[src/rtl/axi_reorder_buffer_if.sv]
`default_nettype none
// ============================================================================
//  Module   : axi_reorder_buffer_if
//  Brief    : AR/R handshake bundle between read master, reorder buffer and
//             downstream read slave.
//  Revision : 1.0
// ============================================================================
interface axi_reorder_buffer_if #(
    parameter int DATA_WIDTH = 8,
    parameter int ID_WIDTH   = 4
);
    logic [ID_WIDTH-1:0]   s_arid_i;
    logic                  s_arvalid_i;
    logic                  s_arready_o;
    logic [ID_WIDTH-1:0]   m_arid_o;
    logic                  m_arvalid_o;
    logic                  m_arready_i;
    logic [DATA_WIDTH-1:0] s_rdata_o;
    logic [ID_WIDTH-1:0]   s_rid_o;
    logic                  s_rvalid_o;
    logic                  s_rready_i;
    logic [DATA_WIDTH-1:0] m_rdata_i;
    logic [ID_WIDTH-1:0]   m_rid_i;
    logic                  m_rvalid_i;
    logic                  m_rready_o;

    // Reorder buffer side
    modport slave (
        input  s_arid_i, s_arvalid_i, m_arready_i, s_rready_i,
               m_rdata_i, m_rid_i, m_rvalid_i,
        output s_arready_o, m_arid_o, m_arvalid_o, s_rdata_o,
               s_rid_o, s_rvalid_o, m_rready_o
    );

    // Environment side (upstream master plus downstream slave)
    modport master (
        output s_arid_i, s_arvalid_i, m_arready_i, s_rready_i,
               m_rdata_i, m_rid_i, m_rvalid_i,
        input  s_arready_o, m_arid_o, m_arvalid_o, s_rdata_o,
               s_rid_o, s_rvalid_o, m_rready_o
    );
endinterface
`default_nettype wire

[src/rtl/axi_reorder_buffer.sv]
`default_nettype none
// ============================================================================
//  Module   : axi_reorder_buffer
//  Brief    : Returns out-of-order single-beat read responses upstream in AR
//             issue order. Optional macro ROB_BYPASS_EN adds a same-cycle
//             forward path for a response that matches the current head.
//  Revision : 1.0
// ============================================================================
module axi_reorder_buffer #(
    parameter int DATA_WIDTH = 8,
    parameter int ID_WIDTH   = 4
) (
    input  wire logic           clk,
    input  wire logic           rst_n,   // active-high synchronous reset
    axi_reorder_buffer_if.slave bus
);
    localparam int                  c_DEPTH     = 2 ** ID_WIDTH;
    localparam logic [ID_WIDTH:0]   c_DEPTH_CNT = {1'b1, {ID_WIDTH{1'b0}}};
    localparam logic [ID_WIDTH:0]   c_CNT_ONE   = 1;
    localparam logic [ID_WIDTH-1:0] c_PTR_ONE   = 1;

    logic [ID_WIDTH-1:0]   r_order [c_DEPTH];
    logic [DATA_WIDTH-1:0] r_data  [c_DEPTH];
    logic [ID_WIDTH-1:0]   r_wr_ptr;
    logic [ID_WIDTH-1:0]   r_rd_ptr;
    logic [ID_WIDTH:0]     r_count;
    logic [c_DEPTH-1:0]    r_pend;
    logic [c_DEPTH-1:0]    r_full;

    logic [ID_WIDTH-1:0]   w_head;
    logic                  w_not_empty;
    logic                  w_head_full;
    logic                  w_ar_ok;
    logic                  w_push;
    logic                  w_pop;
    logic                  w_store;
    logic                  w_byp_pop;
    logic                  w_s_rvalid;

    assign w_head      = r_order[r_rd_ptr];
    assign w_not_empty = (r_count != '0);
    assign w_head_full = w_not_empty && r_full[w_head];

    // An ID popped this cycle still has its full bit set, so it stays blocked
    assign w_ar_ok = !rst_n && (r_count < c_DEPTH_CNT)
                     && !r_pend[bus.s_arid_i] && !r_full[bus.s_arid_i];

    assign bus.m_arid_o    = bus.s_arid_i;
    assign bus.m_arvalid_o = bus.s_arvalid_i & w_ar_ok;
    assign bus.s_arready_o = bus.m_arready_i & w_ar_ok;
    assign w_push          = bus.s_arvalid_i & bus.m_arready_i & w_ar_ok;

    assign bus.m_rready_o  = !rst_n;

`ifdef ROB_BYPASS_EN
    logic w_byp_hit;

    assign w_byp_hit = !rst_n && w_not_empty && !r_full[w_head] && r_pend[w_head]
                       && bus.m_rvalid_i && (bus.m_rid_i == w_head);
    assign w_s_rvalid    = (!rst_n && w_head_full) || w_byp_hit;
    assign bus.s_rdata_o = w_byp_hit ? bus.m_rdata_i : r_data[w_head];
    assign w_byp_pop     = w_byp_hit & bus.s_rready_i;
`else
    assign w_s_rvalid    = !rst_n && w_head_full;
    assign bus.s_rdata_o = r_data[w_head];
    assign w_byp_pop     = 1'b0;
`endif

    assign bus.s_rvalid_o = w_s_rvalid;
    assign bus.s_rid_o    = w_head;
    assign w_pop          = w_s_rvalid & bus.s_rready_i;

    // Responses for IDs that are not pending fall through here and are dropped
    assign w_store = !rst_n && bus.m_rvalid_i && r_pend[bus.m_rid_i] && !w_byp_pop;

    always_ff @(posedge clk) begin
        if (rst_n) begin
            r_wr_ptr <= '0;
            r_rd_ptr <= '0;
            r_count  <= '0;
            r_pend   <= '0;
            r_full   <= '0;
        end else begin
            if (w_push) begin
                r_wr_ptr              <= r_wr_ptr + c_PTR_ONE;
                r_pend[bus.s_arid_i]  <= 1'b1;
            end
            if (w_store) begin
                r_pend[bus.m_rid_i]   <= 1'b0;
                r_full[bus.m_rid_i]   <= 1'b1;
            end
            if (w_byp_pop) begin
                r_pend[w_head]        <= 1'b0;
            end
            if (w_pop) begin
                r_rd_ptr              <= r_rd_ptr + c_PTR_ONE;
                r_full[w_head]        <= 1'b0;
            end
            unique case ({w_push, w_pop})
                2'b10:   r_count <= r_count + c_CNT_ONE;
                2'b01:   r_count <= r_count - c_CNT_ONE;
                default: r_count <= r_count;
            endcase
        end
    end

    // Storage arrays carry no reset; validity lives in the pointers and flags
    always_ff @(posedge clk) begin
        if (w_push) begin
            r_order[r_wr_ptr] <= bus.s_arid_i;
        end
        if (w_store) begin
            r_data[bus.m_rid_i] <= bus.m_rdata_i;
        end
    end
endmodule
`default_nettype wire

[src/flat_wrapper.sv]
// flat-port wrapper written by rule: the top's interface ports become plain ports
module axi_reorder_buffer_flat 
#(
    parameter int DATA_WIDTH = 8,
    parameter int ID_WIDTH   = 4
)
  (clk, rst_n, bus_s_arid_i, bus_s_arvalid_i, bus_m_arready_i, bus_s_rready_i, bus_m_rdata_i, bus_m_rid_i, bus_m_rvalid_i, bus_s_arready_o, bus_m_arid_o, bus_m_arvalid_o, bus_s_rdata_o, bus_s_rid_o, bus_s_rvalid_o, bus_m_rready_o);
  axi_reorder_buffer_if #(.DATA_WIDTH(DATA_WIDTH), .ID_WIDTH(ID_WIDTH)) bus_i ();
  input  wire logic clk;
  input  wire logic rst_n;
  input wire logic [$bits(bus_i.s_arid_i)-1:0] bus_s_arid_i;
  input wire logic [$bits(bus_i.s_arvalid_i)-1:0] bus_s_arvalid_i;
  input wire logic [$bits(bus_i.m_arready_i)-1:0] bus_m_arready_i;
  input wire logic [$bits(bus_i.s_rready_i)-1:0] bus_s_rready_i;
  input wire logic [$bits(bus_i.m_rdata_i)-1:0] bus_m_rdata_i;
  input wire logic [$bits(bus_i.m_rid_i)-1:0] bus_m_rid_i;
  input wire logic [$bits(bus_i.m_rvalid_i)-1:0] bus_m_rvalid_i;
  output wire logic [$bits(bus_i.s_arready_o)-1:0] bus_s_arready_o;
  output wire logic [$bits(bus_i.m_arid_o)-1:0] bus_m_arid_o;
  output wire logic [$bits(bus_i.m_arvalid_o)-1:0] bus_m_arvalid_o;
  output wire logic [$bits(bus_i.s_rdata_o)-1:0] bus_s_rdata_o;
  output wire logic [$bits(bus_i.s_rid_o)-1:0] bus_s_rid_o;
  output wire logic [$bits(bus_i.s_rvalid_o)-1:0] bus_s_rvalid_o;
  output wire logic [$bits(bus_i.m_rready_o)-1:0] bus_m_rready_o;
  assign bus_i.s_arid_i = bus_s_arid_i;
  assign bus_i.s_arvalid_i = bus_s_arvalid_i;
  assign bus_i.m_arready_i = bus_m_arready_i;
  assign bus_i.s_rready_i = bus_s_rready_i;
  assign bus_i.m_rdata_i = bus_m_rdata_i;
  assign bus_i.m_rid_i = bus_m_rid_i;
  assign bus_i.m_rvalid_i = bus_m_rvalid_i;
  assign bus_s_arready_o = bus_i.s_arready_o;
  assign bus_m_arid_o = bus_i.m_arid_o;
  assign bus_m_arvalid_o = bus_i.m_arvalid_o;
  assign bus_s_rdata_o = bus_i.s_rdata_o;
  assign bus_s_rid_o = bus_i.s_rid_o;
  assign bus_s_rvalid_o = bus_i.s_rvalid_o;
  assign bus_m_rready_o = bus_i.m_rready_o;
  axi_reorder_buffer #(.DATA_WIDTH(DATA_WIDTH), .ID_WIDTH(ID_WIDTH)) u_core (.clk(clk), .rst_n(rst_n), .bus(bus_i));
endmodule
[config.mk]
export PLATFORM = sky130hd
export DESIGN_NAME = axi_reorder_buffer_flat
export DESIGN_NICKNAME = d
export VERILOG_FILES = /design/src/rtl/axi_reorder_buffer_if.sv /design/src/rtl/axi_reorder_buffer.sv /design/src/flat_wrapper.sv
export SDC_FILE = /design/constraint.sdc
export NUM_CORES = 1
export LEC_CHECK = 0
export CAP_MARGIN = 20
export CELL_PAD_IN_SITES_DETAIL_PLACEMENT = 1
export CELL_PAD_IN_SITES_GLOBAL_PLACEMENT = 1
export CORE_MARGIN = 4
export CORE_UTILIZATION = 45
export DETAILED_ROUTE_END_ITERATION = 8
export PLACE_DENSITY_LB_ADDON = 0.08
export SLEW_MARGIN = 10
export SYNTH_ARGS = -nofsm -noshare
export SYNTH_HDL_FRONTEND = slang
export SYNTH_SLANG_ARGS = --single-unit
[constraint.sdc]
create_clock -name clk -period 4.35 [get_ports clk]
set_clock_uncertainty 0.05 [all_clocks]
set_input_delay 0.6525 -clock clk [delete_from_list [all_inputs] [get_ports clk]]
set_output_delay 0.6525 -clock clk [all_outputs]
set_load 0.02 [all_outputs]
### Word-level counts from Yosys, hierarchy flattened

Memories as Yosys holds them, arrays and structs flattened. A register that Yosys moved wholly into a read port is not among the register bits.
Index checks and enable logic that the tools add are counted.

* memories kept: 2
* register bits after elaboration: 45
* output and inout bits: 20
* memory bits (writable): 192

* magnitude comparators: 7
* bitwise logic cells: 11
* reduce and logical (&&, ||, !) cells: 15
* $add $sub $neg: 4
* multiplexer cells: 27
* eq/ne operators: 2

Memory list
* u_core.r_data: depth 16, width 8, rd ports 1, clocked after memory_dff 0, write ports 1, line axi_reorder_buffer.sv:23 `logic [DATA_WIDTH-1:0] r_data [c_DEPTH];`
* u_core.r_order: depth 16, width 4, rd ports 1, clocked after memory_dff 1, write ports 1, line axi_reorder_buffer.sv:22 `logic [ID_WIDTH-1:0] r_order [c_DEPTH];`

Operators by type and width (count)
* $mux 16: 6
* $and 16x16->16: 2
* $not 16->16: 2
* $or 16x16->16: 2
* $bmux 1 s4: 4
* $lt 4x5->1 const B: 3
* $demux 1 s4: 3
* $ge 4x1->1 const B: 3
* $mux 1: 11
* $logic_and 1x1->1: 10
* $pmux 5 s2: 1
* $add 4x1->4 const B: 2
* $mux 4: 2
* $add 5x1->5 const B: 1
* $and 1x1->1: 5
* $lt 5x5->1 const B: 1
* $reduce_bool 5->1: 1
* $sub 5x1->5 const B: 1
* $logic_not 1->1: 3
* $eq 2x1->1 const B: 1
* $eq 2x2->1 const B: 1
* $reduce_bool 2->1: 1

### Logic depth before layout (Yosys ltp)

* depth in word-level cells: 10
* gate-level depth with buffers: 22
* gate-level depth less buffers: 17

### Least setup slack after synthesis

No wires, ideal clock.

* kind: register to register
* from: register with a tool-made name
* to: register u_core.r_count[4]
* setup slack: 0.172 ns
* arrival: 4.057 ns
* required time: 4.229 ns
* cell stages (with the launch flop): 22
* buffers on the path: 4
* setup time: 0.071 ns
* clock period less this slack: 4.178 ns
* path through: dfxtp_1 -> buf_2 -> mux4_2 -> a22o_2 -> nor2_8 -> inv_2 -> buf_6 -> mux2i_1 -> a32oi_1 -> nand3_1 -> nor2_2 -> buf_2 -> ha_1 -> clkbuf_1 -> xor2_1 -> ha_1 -> o21ai_0 -> a21oi_1 -> a21oi_1 -> xor2_1 -> or3_1 -> a21oi_1

RTL lines
* end signal, assigned: line axi_reorder_buffer.sv:100 `2'b10: r_count <= r_count + c_CNT_ONE;`
* end signal, assigned: line axi_reorder_buffer.sv:101 `2'b01: r_count <= r_count - c_CNT_ONE;`
* end signal, assigned: line axi_reorder_buffer.sv:102 `default: r_count <= r_count;`
* end, declared: line axi_reorder_buffer.sv:26 `logic [ID_WIDTH:0] r_count;`

==> results.yml <==
timing:
  rsz0062_at_grt: "no"
  maxSlewViolCount: 0
  hold_viol: 0
  fin_crit_sh_pct: 96.2
  fmaxAchievable_mhz: 239
  worst_slack_ns: 0.166
  post-route-min-period_ns: 4.18
  setup_viol: 0
  max_slew_margin_pct: 43.9
  worstMarginPinSlew_ns: 0.841
logic_synthesis:
  syn_inst: 862
  synth_area_leaders: "edfxtp_1 56%, dfxtp_1 9.5%, nand2_1 6.1%"
  synth.most_common_cell: "edfxtp_1"
  yosys.area.top_type: "edfxtp_1"
  ys_warn_count: 0
  synthArstFlopShare_pct: 0
  synth_top_area_share_pct: 55.8
  ys_seq_area_share_pct: 65.3
  synth_nets: 893
  ys_ff_latch: 241
  synth_enable_flop_cells: 192
  netlist_area_sq_mm: 0.0103
  syn_avg_cell_area_sq_um: 12.0
  ys.flop_type: "edfxtp_1"
  yosys-top-cells-count: "192 x edfxtp_1, 168 x nand2_1, 91 x nand3_1, 72 x nor2_1, 49 x dfxtp_1"
  yosysUniqueCellTypes: 51
placement:
  place_ws_ns: 0.112
  place.gp.congestion: 0.893
  dp_hpwl_microns: 19400
  placed_cells: 1179
  io_buffers: 41
  placed_area_sq_mm: 0.0113
drt:
  postRouteAntennaNets: 0
  drt_wl_total_microns: 28800
  drtIter0Drc: 498
  vias_per_cell: 5.71
  firstDrtPassIters: 5
  drc: 0
  via_count: 7016
  wl_per_cell_microns: 23.4
layout:
  syn_to_final_growth_pct: 18.0
  diodes: 0
  layout-drive-gt1-share_pct: 14.8
  fin_cells: 1228
  stdcell_area_sq_mm: 0.0122
  nNetsFinal: 954
setup_path:
  start_kind: "register"
  worstReg2RegEnd: "u_core.r_count[4]"
  crit_arrival_ns: 3.48
  required_ns: 3.65
  rrSetupSlack_ns: 0.26
  critPathKind: "register to output port"
  critical_path_peak_fanout: 64
  worstSetupEndpointType: "output port"
  r2r_cells: 17
clock_network:
  cts_made_buffers: 26
  cts_setup_buffers: 0
  cts.sinks: 241
  clock_path_buffers: 3
  worstSkewPairLatency_ns: 0.53
  cts_tree: "yes"
  clkSlewWorstSetupHoldPaths_ns: 0.06
  root_buffer: "clkbuf_16"
  htree_levels: 1
global_routing:
  grt_pass1_vias: 7407
  grt_max_degree: 65
  antenna_found_initial: 0
  grt_overflow: 0
  grtUsageTotal_pct: 22.5
  grt_pass1_wl_microns: 44500
floorplanning:
  initial_utilization_pct: 45.6
  ios: 42
  core_sq_mm: 0.0226
  die-area_sq_mm: 0.0254
  fp.dieW_microns: 160
  die_h_microns: 160
  rows: 55
job:
  drv_cap: 0
pwr:
  total_power_mw: 5.10
  p_leak_nw: 4.23
  peakVddDrop_mv: 0.282
  powerDensity_mw_per_mm2: 418
worst_hold_path:
  hold_end: "u_core.r_rd_ptr[3]"
  min_from: "u_core.r_rd_ptr[3]"
  hold_path_depth: 1
  hold_path.class: "register to register"
outcome:
  status: "finished, final reports clean"
-- placed cells by master, fill, tap and decap left out, types with 3 or more instances in the layout --
| cell type | netlist | routed |
|---|---|---|
| a21oi_1 | 24 | 23 |
| a22oi_1 | 5 | 5 |
| a311oi_1 | 9 | 9 |
| a31oi_1 | 13 | 13 |
| and2_1 | 5 | 5 |
| and3_1 | 3 | 3 |
| buf_12 | 0 | 3 |
| buf_4 | 4 | 42 |
| buf_6 | 4 | 4 |
| bufinv_16 | 0 | 5 |
| clkbuf_1 | 27 | 6 |
| clkbuf_16 | 0 | 27 |
| clkdlybuf4s50_1 | 0 | 32 |
| clkinv_1 | 1 | 5 |
| clkinv_2 | 0 | 3 |
| clkinvlp_4 | 0 | 3 |
| dfxtp_1 | 49 | 46 |
| dlygate4sd2_1 | 0 | 8 |
| edfxtp_1 | 192 | 192 |
| ha_1 | 9 | 9 |
| inv_1 | 12 | 12 |
| mux2_2 | 8 | 8 |
| mux2i_1 | 11 | 11 |
| mux4_2 | 23 | 23 |
| nand2_1 | 168 | 168 |
| nand2b_1 | 5 | 5 |
| nand3_1 | 91 | 90 |
| nor2_1 | 72 | 70 |
| nor2_2 | 2 | 3 |
| nor2b_1 | 8 | 8 |
| nor3_1 | 27 | 24 |
| nor3_2 | 0 | 3 |
| o21ai_0 | 32 | 29 |
| o21ai_1 | 0 | 3 |
| or3_1 | 3 | 3 |
| xor2_1 | 7 | 7 |
-- sequential cells by signal (all words and copies together) (netlist names), named ones only --
name and cells:
u_core.r_order 64, u_core.r_rd_ptr 4, u_core.r_wr_ptr 4, u_core.r_full 16, u_core.r_data 128, u_core.r_count 5
u_core.r_pend 16
-- critical path: stages, from the launching register on --
cell	delay, ns
dfxtp_4	0.40
mux4_2	0.52
a22o_2	0.31
nor2_8	0.22
inv_2	0.17
buf_12	0.24
nand2_1	0.11
nand3_1	0.14
nand3_1	0.13
o21ai_0	0.09
mux2_2	0.28
dlygate4sd2_1	0.33
-- worst max path at each step --
stage	start	to	slack [ns]	cells after the start
2_1_floorplan	register	u_core.r_count[4]	0.17	21
3_3_place_gp	bus_s_arid_i[0]	u_core.r_count[4]	0.19	14
3_5_place_dp	bus_s_arid_i[0]	u_core.r_count[4]	0.11	14
4_1_cts	register	bus_s_rvalid_o	-0.06	9
5_1_grt	register	bus_s_rdata_o[5]	0.001	11
6_report	register	bus_s_rdata_o[5]	0.17	11
-- report_power, final --
part	switching (mW)	internal [mW]	leakage, nW
clock network	0.889	1.43	0.429
registers	0.00485	2.49	2.12
logic	0.184	0.103	1.68
-- layout make-up --
class,count,area (sq um)
inverter,14,52.6
clock inverter,15,203
tap,285,357
timing repair buffer,90,823
fill,2292,10400
sequential,241,6750
clock buffer,33,698
multi-input combinational,550,3310
-- cells by family after synthesis --
logic type / after synthesis / share of synthesized area, %
flip-flops: 241 / 65.3
adder cells (fa/ha/maj): 9 / 1.09
XOR/XNOR: 8 / 0.678
AO/OA/AOI/OAI: 101 / 6.24
buffers and inverters: 71 / 3.21
AND/OR/NAND/NOR: 390 / 16.5
multiplexers: 42 / 6.95
-- per-stage QoR --
stage	TNS, ns	hold WS, ns	util (%)
CTS	-0.0553	0.458	53.7
detailed placement	0	0.446	49.7
global route	0	0.471	53.9
global placement	0	0.442	49.5
finish	0	0.442	53.9
floorplan	0	0.380	-
-- metal layers --
| metal | vias to the layer above | routed length (microns) | global-route usage (%) |
|---|---|---|---|
| met1 | 3548 | 12000 | 28.1 |
| met4 | 0 | 940 | 7.50 |
| met5 | - | 0 | 0 |
| met2 | 153 | 14800 | 40.3 |
| li1 | 3259 | - | - |
| met3 | 56 | 1000 | 2.90 |
-- what timing repair did --
action / 4_1_cts / 5_1_grt
endpoints found under the setup margin: 9 / 9
hold buffers: 0 / 0
resized for setup: 18 / 4
pin swaps: 0 / 1
No activity file was read; power rests on OpenSTA's default activity.
